[src/rtl/fpu_issue_ctrl_if.sv]
// rtl/fpu_issue_ctrl_if.sv - operand/select bus between the issue sequencer and the fp16 vector FPU
// master = sequencer (drives operands and selects), slave = FPU (drives results)
interface fpu_issue_ctrl_if #(
   parameter int LANES = 16
);
   logic [16*LANES-1:0] Va;
   logic [16*LANES-1:0] Vb;
   logic [15:0]         Sa;
   logic [15:0]         Sb;
   logic                VADD;
   logic                VDOT;
   logic                SMUL;
   logic [16*LANES-1:0] fpu_vout;
   logic [15:0]         fpu_sout;
   logic                fpu_v;

   modport master (
      output Va, Vb, Sa, Sb, VADD, VDOT, SMUL,
      input  fpu_vout, fpu_sout, fpu_v
   );

   modport slave (
      input  Va, Vb, Sa, Sb, VADD, VDOT, SMUL,
      output fpu_vout, fpu_sout, fpu_v
   );
endinterface

[src/rtl/fpu_issue_ctrl.sv]
// rtl/fpu_issue_ctrl.sv - start/done sequencer that holds operands on the fp16 FPU, settles, then captures results
// Optional per-lane result write mask: define LANE_MASK_EN.
module fpu_issue_ctrl #(
   parameter int SETTLE_CYCLES = 2,
   parameter int LANES         = 16
) (
   input  logic                clk,
   input  logic                rst,
   input  logic                start,
   input  logic [1:0]          opcode,
   input  logic [16*LANES-1:0] va_in,
   input  logic [16*LANES-1:0] vb_in,
   input  logic [15:0]         sa_in,
   input  logic [15:0]         sb_in,
`ifdef LANE_MASK_EN
   input  logic [LANES-1:0]    lane_mask,
`endif
   input  logic                clr_ovf,
   output logic                busy,
   output logic                done,
   output logic                err,
   output logic [16*LANES-1:0] vres,
   output logic [15:0]         sres,
   output logic                ovf,
   fpu_issue_ctrl_if.master    fpu
);

   typedef enum logic [2:0] {
      S_IDLE,
      S_ISSUE,
      S_WAIT,
      S_CAPTURE,
      S_DONE
   } state_t;

   localparam logic [3:0] CNT_INIT = 4'(SETTLE_CYCLES - 1);

   state_t     state;
   logic [3:0] cnt;
   logic [1:0] op_q;
`ifdef LANE_MASK_EN
   logic [LANES-1:0] mask_q;
`endif

   always_ff @(posedge clk or posedge rst) begin
      if (rst) begin
         state    <= S_IDLE;
         cnt      <= '0;
         op_q     <= '0;
         busy     <= 1'b0;
         done     <= 1'b0;
         err      <= 1'b0;
         vres     <= '0;
         sres     <= '0;
         ovf      <= 1'b0;
         fpu.Va   <= '0;
         fpu.Vb   <= '0;
         fpu.Sa   <= '0;
         fpu.Sb   <= '0;
         fpu.VADD <= 1'b0;
         fpu.VDOT <= 1'b0;
         fpu.SMUL <= 1'b0;
`ifdef LANE_MASK_EN
         mask_q   <= '0;
`endif
      end else begin
         done <= 1'b0;
         err  <= 1'b0;
         // A capture setting ovf later in this block overrides a coincident clear.
         if (clr_ovf) ovf <= 1'b0;

         case (state)
            S_IDLE: begin
               if (start) begin
                  fpu.Va   <= va_in;
                  fpu.Vb   <= vb_in;
                  fpu.Sa   <= sa_in;
                  fpu.Sb   <= sb_in;
                  op_q     <= opcode;
                  fpu.VADD <= (opcode == 2'b00);
                  fpu.VDOT <= (opcode == 2'b01);
                  fpu.SMUL <= (opcode == 2'b10);
`ifdef LANE_MASK_EN
                  mask_q   <= lane_mask;
`endif
                  busy     <= 1'b1;
                  state    <= S_ISSUE;
               end
            end

            // ISSUE counts as the first settle cycle; WAIT covers the rest.
            S_ISSUE: begin
               if (op_q == 2'b11) begin
                  done  <= 1'b1;
                  err   <= 1'b1;
                  state <= S_DONE;
               end else if (CNT_INIT == 4'd0) begin
                  state <= S_CAPTURE;
               end else begin
                  cnt   <= CNT_INIT;
                  state <= S_WAIT;
               end
            end

            S_WAIT: begin
               cnt <= cnt - 4'd1;
               if (cnt <= 4'd1) state <= S_CAPTURE;
            end

            S_CAPTURE: begin
`ifdef LANE_MASK_EN
               for (int i = 0; i < LANES; i++) begin
                  if (mask_q[i]) vres[16*i +: 16] <= fpu.fpu_vout[16*i +: 16];
               end
`else
               vres <= fpu.fpu_vout;
`endif
               sres <= fpu.fpu_sout;
               if (fpu.fpu_v) ovf <= 1'b1;
               fpu.VADD <= 1'b0;
               fpu.VDOT <= 1'b0;
               fpu.SMUL <= 1'b0;
               done     <= 1'b1;
               state    <= S_DONE;
            end

            S_DONE: begin
               busy  <= 1'b0;
               state <= S_IDLE;
            end

            default: begin
               busy  <= 1'b0;
               state <= S_IDLE;
            end
         endcase
      end
   end

endmodule
[src/flat_wrapper.sv]
// flat-port wrapper written by rule: the top's interface ports become plain ports
module fpu_issue_ctrl_flat 
#(
   parameter int SETTLE_CYCLES = 2,
   parameter int LANES         = 16
)
  (clk, rst, start, opcode, va_in, vb_in, sa_in, sb_in, clr_ovf, busy, done, err, vres, sres, ovf, fpu_Va, fpu_Vb, fpu_Sa, fpu_Sb, fpu_VADD, fpu_VDOT, fpu_SMUL, fpu_fpu_vout, fpu_fpu_sout, fpu_fpu_v);
  fpu_issue_ctrl_if #(.LANES(LANES)) fpu_i ();
  input  logic clk;
  input  logic rst;
  input  logic start;
  input  logic [1:0] opcode;
  input  logic [16*LANES-1:0] va_in;
  input  logic [16*LANES-1:0] vb_in;
  input  logic [15:0] sa_in;
  input  logic [15:0] sb_in;
  input  logic clr_ovf;
  output logic busy;
  output logic done;
  output logic err;
  output logic [16*LANES-1:0] vres;
  output logic [15:0] sres;
  output logic ovf;
  output wire logic [$bits(fpu_i.Va)-1:0] fpu_Va;
  output wire logic [$bits(fpu_i.Vb)-1:0] fpu_Vb;
  output wire logic [$bits(fpu_i.Sa)-1:0] fpu_Sa;
  output wire logic [$bits(fpu_i.Sb)-1:0] fpu_Sb;
  output wire logic [$bits(fpu_i.VADD)-1:0] fpu_VADD;
  output wire logic [$bits(fpu_i.VDOT)-1:0] fpu_VDOT;
  output wire logic [$bits(fpu_i.SMUL)-1:0] fpu_SMUL;
  input wire logic [$bits(fpu_i.fpu_vout)-1:0] fpu_fpu_vout;
  input wire logic [$bits(fpu_i.fpu_sout)-1:0] fpu_fpu_sout;
  input wire logic [$bits(fpu_i.fpu_v)-1:0] fpu_fpu_v;
  assign fpu_Va = fpu_i.Va;
  assign fpu_Vb = fpu_i.Vb;
  assign fpu_Sa = fpu_i.Sa;
  assign fpu_Sb = fpu_i.Sb;
  assign fpu_VADD = fpu_i.VADD;
  assign fpu_VDOT = fpu_i.VDOT;
  assign fpu_SMUL = fpu_i.SMUL;
  assign fpu_i.fpu_vout = fpu_fpu_vout;
  assign fpu_i.fpu_sout = fpu_fpu_sout;
  assign fpu_i.fpu_v = fpu_fpu_v;
  fpu_issue_ctrl #(.SETTLE_CYCLES(SETTLE_CYCLES), .LANES(LANES)) u_core (.clk(clk), .rst(rst), .start(start), .opcode(opcode), .va_in(va_in), .vb_in(vb_in), .sa_in(sa_in), .sb_in(sb_in), .clr_ovf(clr_ovf), .busy(busy), .done(done), .err(err), .vres(vres), .sres(sres), .ovf(ovf), .fpu(fpu_i));
endmodule
[config.mk]
export PLATFORM = sky130hd
export DESIGN_NAME = fpu_issue_ctrl_flat
export DESIGN_NICKNAME = d
export VERILOG_FILES = /design/src/rtl/fpu_issue_ctrl_if.sv /design/src/rtl/fpu_issue_ctrl.sv /design/src/flat_wrapper.sv
export SDC_FILE = /design/constraint.sdc
export NUM_CORES = 2
export LEC_CHECK = 0
export BUFFER_PORTS_ARGS = -buffer_cell sky130_fd_sc_hd__buf_4
export CAP_MARGIN = 0
export CORE_AREA = 2 2 634 636
export DETAILED_ROUTE_END_ITERATION = 10
export DIE_AREA = 0 0 636 638
export GPL_ROUTABILITY_DRIVEN = 1
export SYNTH_ARGS = -nofsm -noshare
export SYNTH_HDL_FRONTEND = slang
export SYNTH_SLANG_ARGS = --single-unit
[constraint.sdc]
create_clock -name clk -period 29.5 [get_ports clk]
set_input_delay 5.9 -clock clk [delete_from_list [all_inputs] [get_ports clk]]
set_output_delay 5.9 -clock clk [all_outputs]
set_load 0.05 [all_outputs]
== Word-level counts from Yosys, hierarchy flattened ==
Cells that the tools add are included.

* Multiplexer cells: 20
* Bitwise logic cells: 1
* Reduce and logical (&&, ||, !) cells: 10
* Order comparisons: 1
* Add/sub/neg operators: 1
* Equal/unequal tests: 9

{| class="wikitable"
|+ Operators by type and width
! kind !! number
|-
| 3-bit one-hot mux with 4 select lines || 1
|-
| 1-bit one-hot mux with 2 select lines || 5
|-
| 2-bit AND reduction || 5
|-
| 1-bit 2-to-1 mux || 9
|-
| 3-bit 2-to-1 mux || 3
|-
| 4-bit one-hot mux with 2 select lines || 1
|-
| 3-bit by 2-bit equality test with 1-bit output (second input constant) || 2
|-
| 2-bit equality test (second input constant) || 2
|-
| 4-bit by 1-bit <= comparator with 1-bit output (second input constant) || 1
|-
| 4-bit 2-to-1 mux || 1
|-
| 2-bit != test (second input constant) || 2
|-
| 2-bit nonzero test || 2
|-
| 4-bit by 1-bit subtractor with 4-bit output (second input constant) || 1
|-
| 3-bit by 1-bit equality test with 1-bit output (second input constant) || 1
|-
| 3-bit zero test || 1
|-
| 3-bit OR reduction || 1
|-
| 2-bit by 1-bit equality test with 1-bit output (second input constant) || 1
|-
| 2-bit zero test || 1
|-
| 2-bit by 1-bit != test with 1-bit output (second input constant) || 1
|-
| 1-bit inverter || 1
|}

* Word-level logic and storage cells: 58
* Input port bits: 823
* Flip-flop bits (word level): 832

== Longest topological paths before layout ==
* Word-level depth: 4
* Gate-level depth with buffers: 7

== Worst setup path after synthesis ==
OpenSTA, ideal clock, no wires.

* Kind: input port to flip-flop
* Start point: in start
* End point: reg u_core.fpu.Sa[0]
* Stages on the path: 6
* Setup time: 0.118 ns
* Required time: 29.382 ns
* Path buffers: 3
* Arrival: 6.907 ns
* Slack: 22.476 ns
* Path through: or4b_4 buf_6 buf_2 buf_2 nand2_1 nand2_1

* Cells in the longest elaborated chain, start to end: 1

{| class="wikitable"
|+ Ends and longest elaborated chain
! what !! RTL line !! source
|-
| start, declared || flat_wrapper.sv:11 || <nowiki>input logic start;</nowiki>
|-
| 2-bit AND reduction (no source line) || n/a ||
|-
| end signal, assigned || fpu_issue_ctrl.sv:77 || <nowiki>fpu.Sa <= sa_in;</nowiki>
|-
| end, declared || fpu_issue_ctrl_if.sv:18 || <nowiki>output Va, Vb, Sa, Sb, VADD, VDOT, SMUL,</nowiki>
|}

No other way between the ends.
A chain may end at the register's enable or synchronous reset.

==> run_results.csv <==
group,metric,value,unit
outcome,status,"complete, no violations",
synth,ys_seq_area_share,66.8,%
pwr,p_leak,0.0276,µW
global_route,grt_pass1_wl,383000,µm
drt,drtIter0Drc,2353,
worst_setup_path,setup.worst_path.class,"in -> async",
placed_design,io_buffers,1645,
pwr,power_density,155,nW/µm²
clock_network,cts_buffers,118,
worst_setup_path,cp_data_arrival_time,9.45,ns
timing,hold_ws,0.474,ns
drt,drc,0,
finish,drive_gt1_share,36.0,%
synth,ys_seq_elements,832,
floorplan,die-width,636,µm
pwr,irDropWorstVdd,0.0000945,V
clock_network,cts_sinks,832,
floorplan,core.rowCount,232,
drt,viasPerCell,2.98,
synth,synth-main-ff-cell,"dfrtp_1",
clock_network,cts_resized,0,
clock_network,cts_hold_buffers,0,
job,maxCapViolCount,0,
clock_network,tritoncts,"done",
global_route,gr-total-overflow,0,
floorplan,io_pins,1646,
clock_network,htree_levels,3,
timing,worst_pin_slew,1.25,ns
worst_setup_path,slowest_stage,"buf_4",
hold_path,worstHoldPathType,"reg -> reg",
clock_network,clkTransAtPathRegs,0.06,ns
timing,fmax,116,MHz
timing,period_needed,8.63,ns
drt,drt-wirelength-per-cell,29.8,µm
synth,syn_area_per_cell,8.85,µm²
clock_network,cts-root-buf,"clkbuf_16",
worst_setup_path,reg2reg_setup_slack,25.92,ns
clock_network,clock_path_buffers,4,
floorplan,initial_core_util,7.82,%
global_route,grt.met1_usage,15.2,%
finish,nNetsFinal,5959,
synth,syn-cell-area,31200,µm²
synth,synth_edf_count,0,
floorplan,fp.dieArea,406000,µm²
global_route,use_met3,8.56,%
worst_setup_path,critical_path_buf_inv_count,6,
worst_setup_path,cp-start-kind,"input port",
worst_setup_path,cpMostUsedCell,"buf_4",
worst_setup_path,worst_path_dominant_cell_family,"buffers and inverters",
worst_setup_path,worstPathCellList,"buf_4 > inv_8 > buf_4 > buf_4 > buf_4 > buf_4",
synth,synth_cell_types,25,
synth,synth_fp_nets,4345,
finish,fill_cells,45700,
floorplan,die_h,638,µm
global_route,grt_pass1_vias,31100,
drt,wirelength,314000,µm
placed_design,place.gp.congestion,0.945,
synth,synth_warnings,0,
global_route,antenna_found_initial,283,
timing,finalSetupViolCount,0,
timing,rsz0062_at_grt,"false",
clock_network,clkLatencyLatePin,0.87,ns
worst_setup_path,cp-end-kind,"asynchronous set/reset pin",
placed_design,placed_cells,10300,
global_route,gr-usage-all-layers,14.9,%
timing,period_share,29.3,%
timing,hold_viol,0,
drt,firstDrtPassIters,5,
finish,final_core_util,13.5,%
worst_setup_path,cp_slowest_stage_delay,0.82,ns
timing,totalNegativeSetupSlack,0,ns
floorplan,core-area,399000,µm²
worst_setup_path,required,30.31,ns
clock_network,cts_setup_buffers,0,
finish,ff_latch_area,20800,µm²
synth,synthCells,3520,
timing,drv_slew,0,
global_route,grt-busiest-layer,"met2",
synth,async_reset_ff_share,100,%
finish,multi_input_area,9490,µm²
worst_setup_path,worstPathMaxFanout,73,
drt,ant_nets,0,
placed_design,dp_hpwl,271000,µm
finish,area_growth,72.5,%
global_route,use_met2,25.3,%
global_route,grt_max_degree,193,
timing,max-slew-margin-rel,17.0,%
finish,stdcell_count,10500,
timing,fin_skew,0.0454,ns
drt,dr_total_vias,31400,
## cell usage after synthesis, types with 3 or more instances
library cell | instances | area share (%)
nand3b_1 | 3 | 0.072
dfrtp_1 | 832 | 67
a21oi_1 | 7 | 0.11
clkbuf_1 | 75 | 0.90
buf_1 | 8 | 0.096
nand2_1 | 2460 | 30
buf_2 | 101 | 1.6
inv_1 | 7 | 0.084
o21ai_0 | 5 | 0.080
## metrics by stage
step | area (µm²) | setup WS (ns) | power [µW]
after floorplan | 31200 | 0.227 | 4670
after global placement | 49600 | 19.82 | 6870
after detailed placement | 49600 | 19.80 | 6880
after CTS | 53700 | 20.74 | 8500
after global routing | 53700 | 20.39 | 8720
final | 53700 | 20.87 | 8310
## flip-flops by register name (all words and copies together), names as in the netlist
name,cells
u_core.sres,16
u_core.done,1
u_core.ovf,1
u_core.fpu.Sb,16
u_core.fpu.SMUL,1
u_core.vres,256
u_core.op_q,2
u_core.fpu.Va,256
u_core.fpu.Sa,16
u_core.fpu.VADD,1
u_core.err,1
u_core.fpu.VDOT,1
u_core.busy,1
u_core.fpu.Vb,256
u_core.state,3
u_core.cnt,4
## layout make-up
type	count	area share (%)
Antenna cell	31	0.144
Inverter	7	0.0629
Clock buffer	157	6.12
Clock inverter	58	1.47
Timing Repair Buffer	1679	23.5
Multi-Input combinational cell	2496	17.7
Tap cell	5265	12.3
Sequential cell	832	38.7
## routing by layer
layer	vias up	routed length, µm
li1	13800	-
met1	15100	106000
met2	1649	150000
met3	636	42000
met4	146	14600
met5	-	910
## tightest hold or removal path, delay by kind of cell, from the launching register on
family	cells	cell delay, ns
simple gates	2	0.10
flops	1	0.34
## where the power goes
part,switching [µW],internal [µW]
sequential,361,1700
combinational,3650,1050
clock,637,917
total,4650,3660
## layout by cell type (no fill, tap or decap), types with 2 or more instances in the layout
cell	synthesis	final
a211oi_1	2	2
a21oi_1	7	7
buf_12	0	4
buf_4	0	1675
bufinv_16	0	15
clkbuf_1	75	21
clkbuf_16	0	119
clkbuf_8	0	17
clkinv_2	0	19
clkinv_4	0	9
clkinvlp_4	0	5
dfrtp_1	832	832
diode_2	0	31
ha_1	2	2
inv_1	7	6
inv_16	0	3
inv_6	0	5
inv_8	0	3
nand2_1	2460	2460
nand3b_1	3	3
nor2_1	2	2
nor3b_1	2	2
o21ai_0	5	5
or3_1	2	2
or3b_2	2	2
## worst paths after layout
kind / end / startpoint / depth (start not counted)
min in group asynchronous: u_core.vres[95] / rst / 2
worst min register to register: u_core.vres[211] / u_core.vres[211] / 2
worst max-delay path: u_core.fpu.Va[100] / rst / 6
max in group clk: u_core.fpu.Vb[127] / start / 6
worst max register to register: u_core.fpu.Vb[127] / u_core.state[2] / 5
worst min-delay path: u_core.vres[211] / u_core.vres[211] / 2
## cells by family after synthesis
| group | Yosys count | share of synthesized area (%) |
|---|---|---|
| AO/OA/AOI/OAI | 16 | 0.285 |
| adder cells (fa/ha/maj) | 2 | 0.0803 |
| buffers and inverters | 192 | 2.74 |
| flip-flops | 832 | 66.8 |
| multiplexers | 1 | 0.0361 |
| AND/OR/NAND/NOR | 2477 | 30.0 |
(Power assumes the default switching activity.)
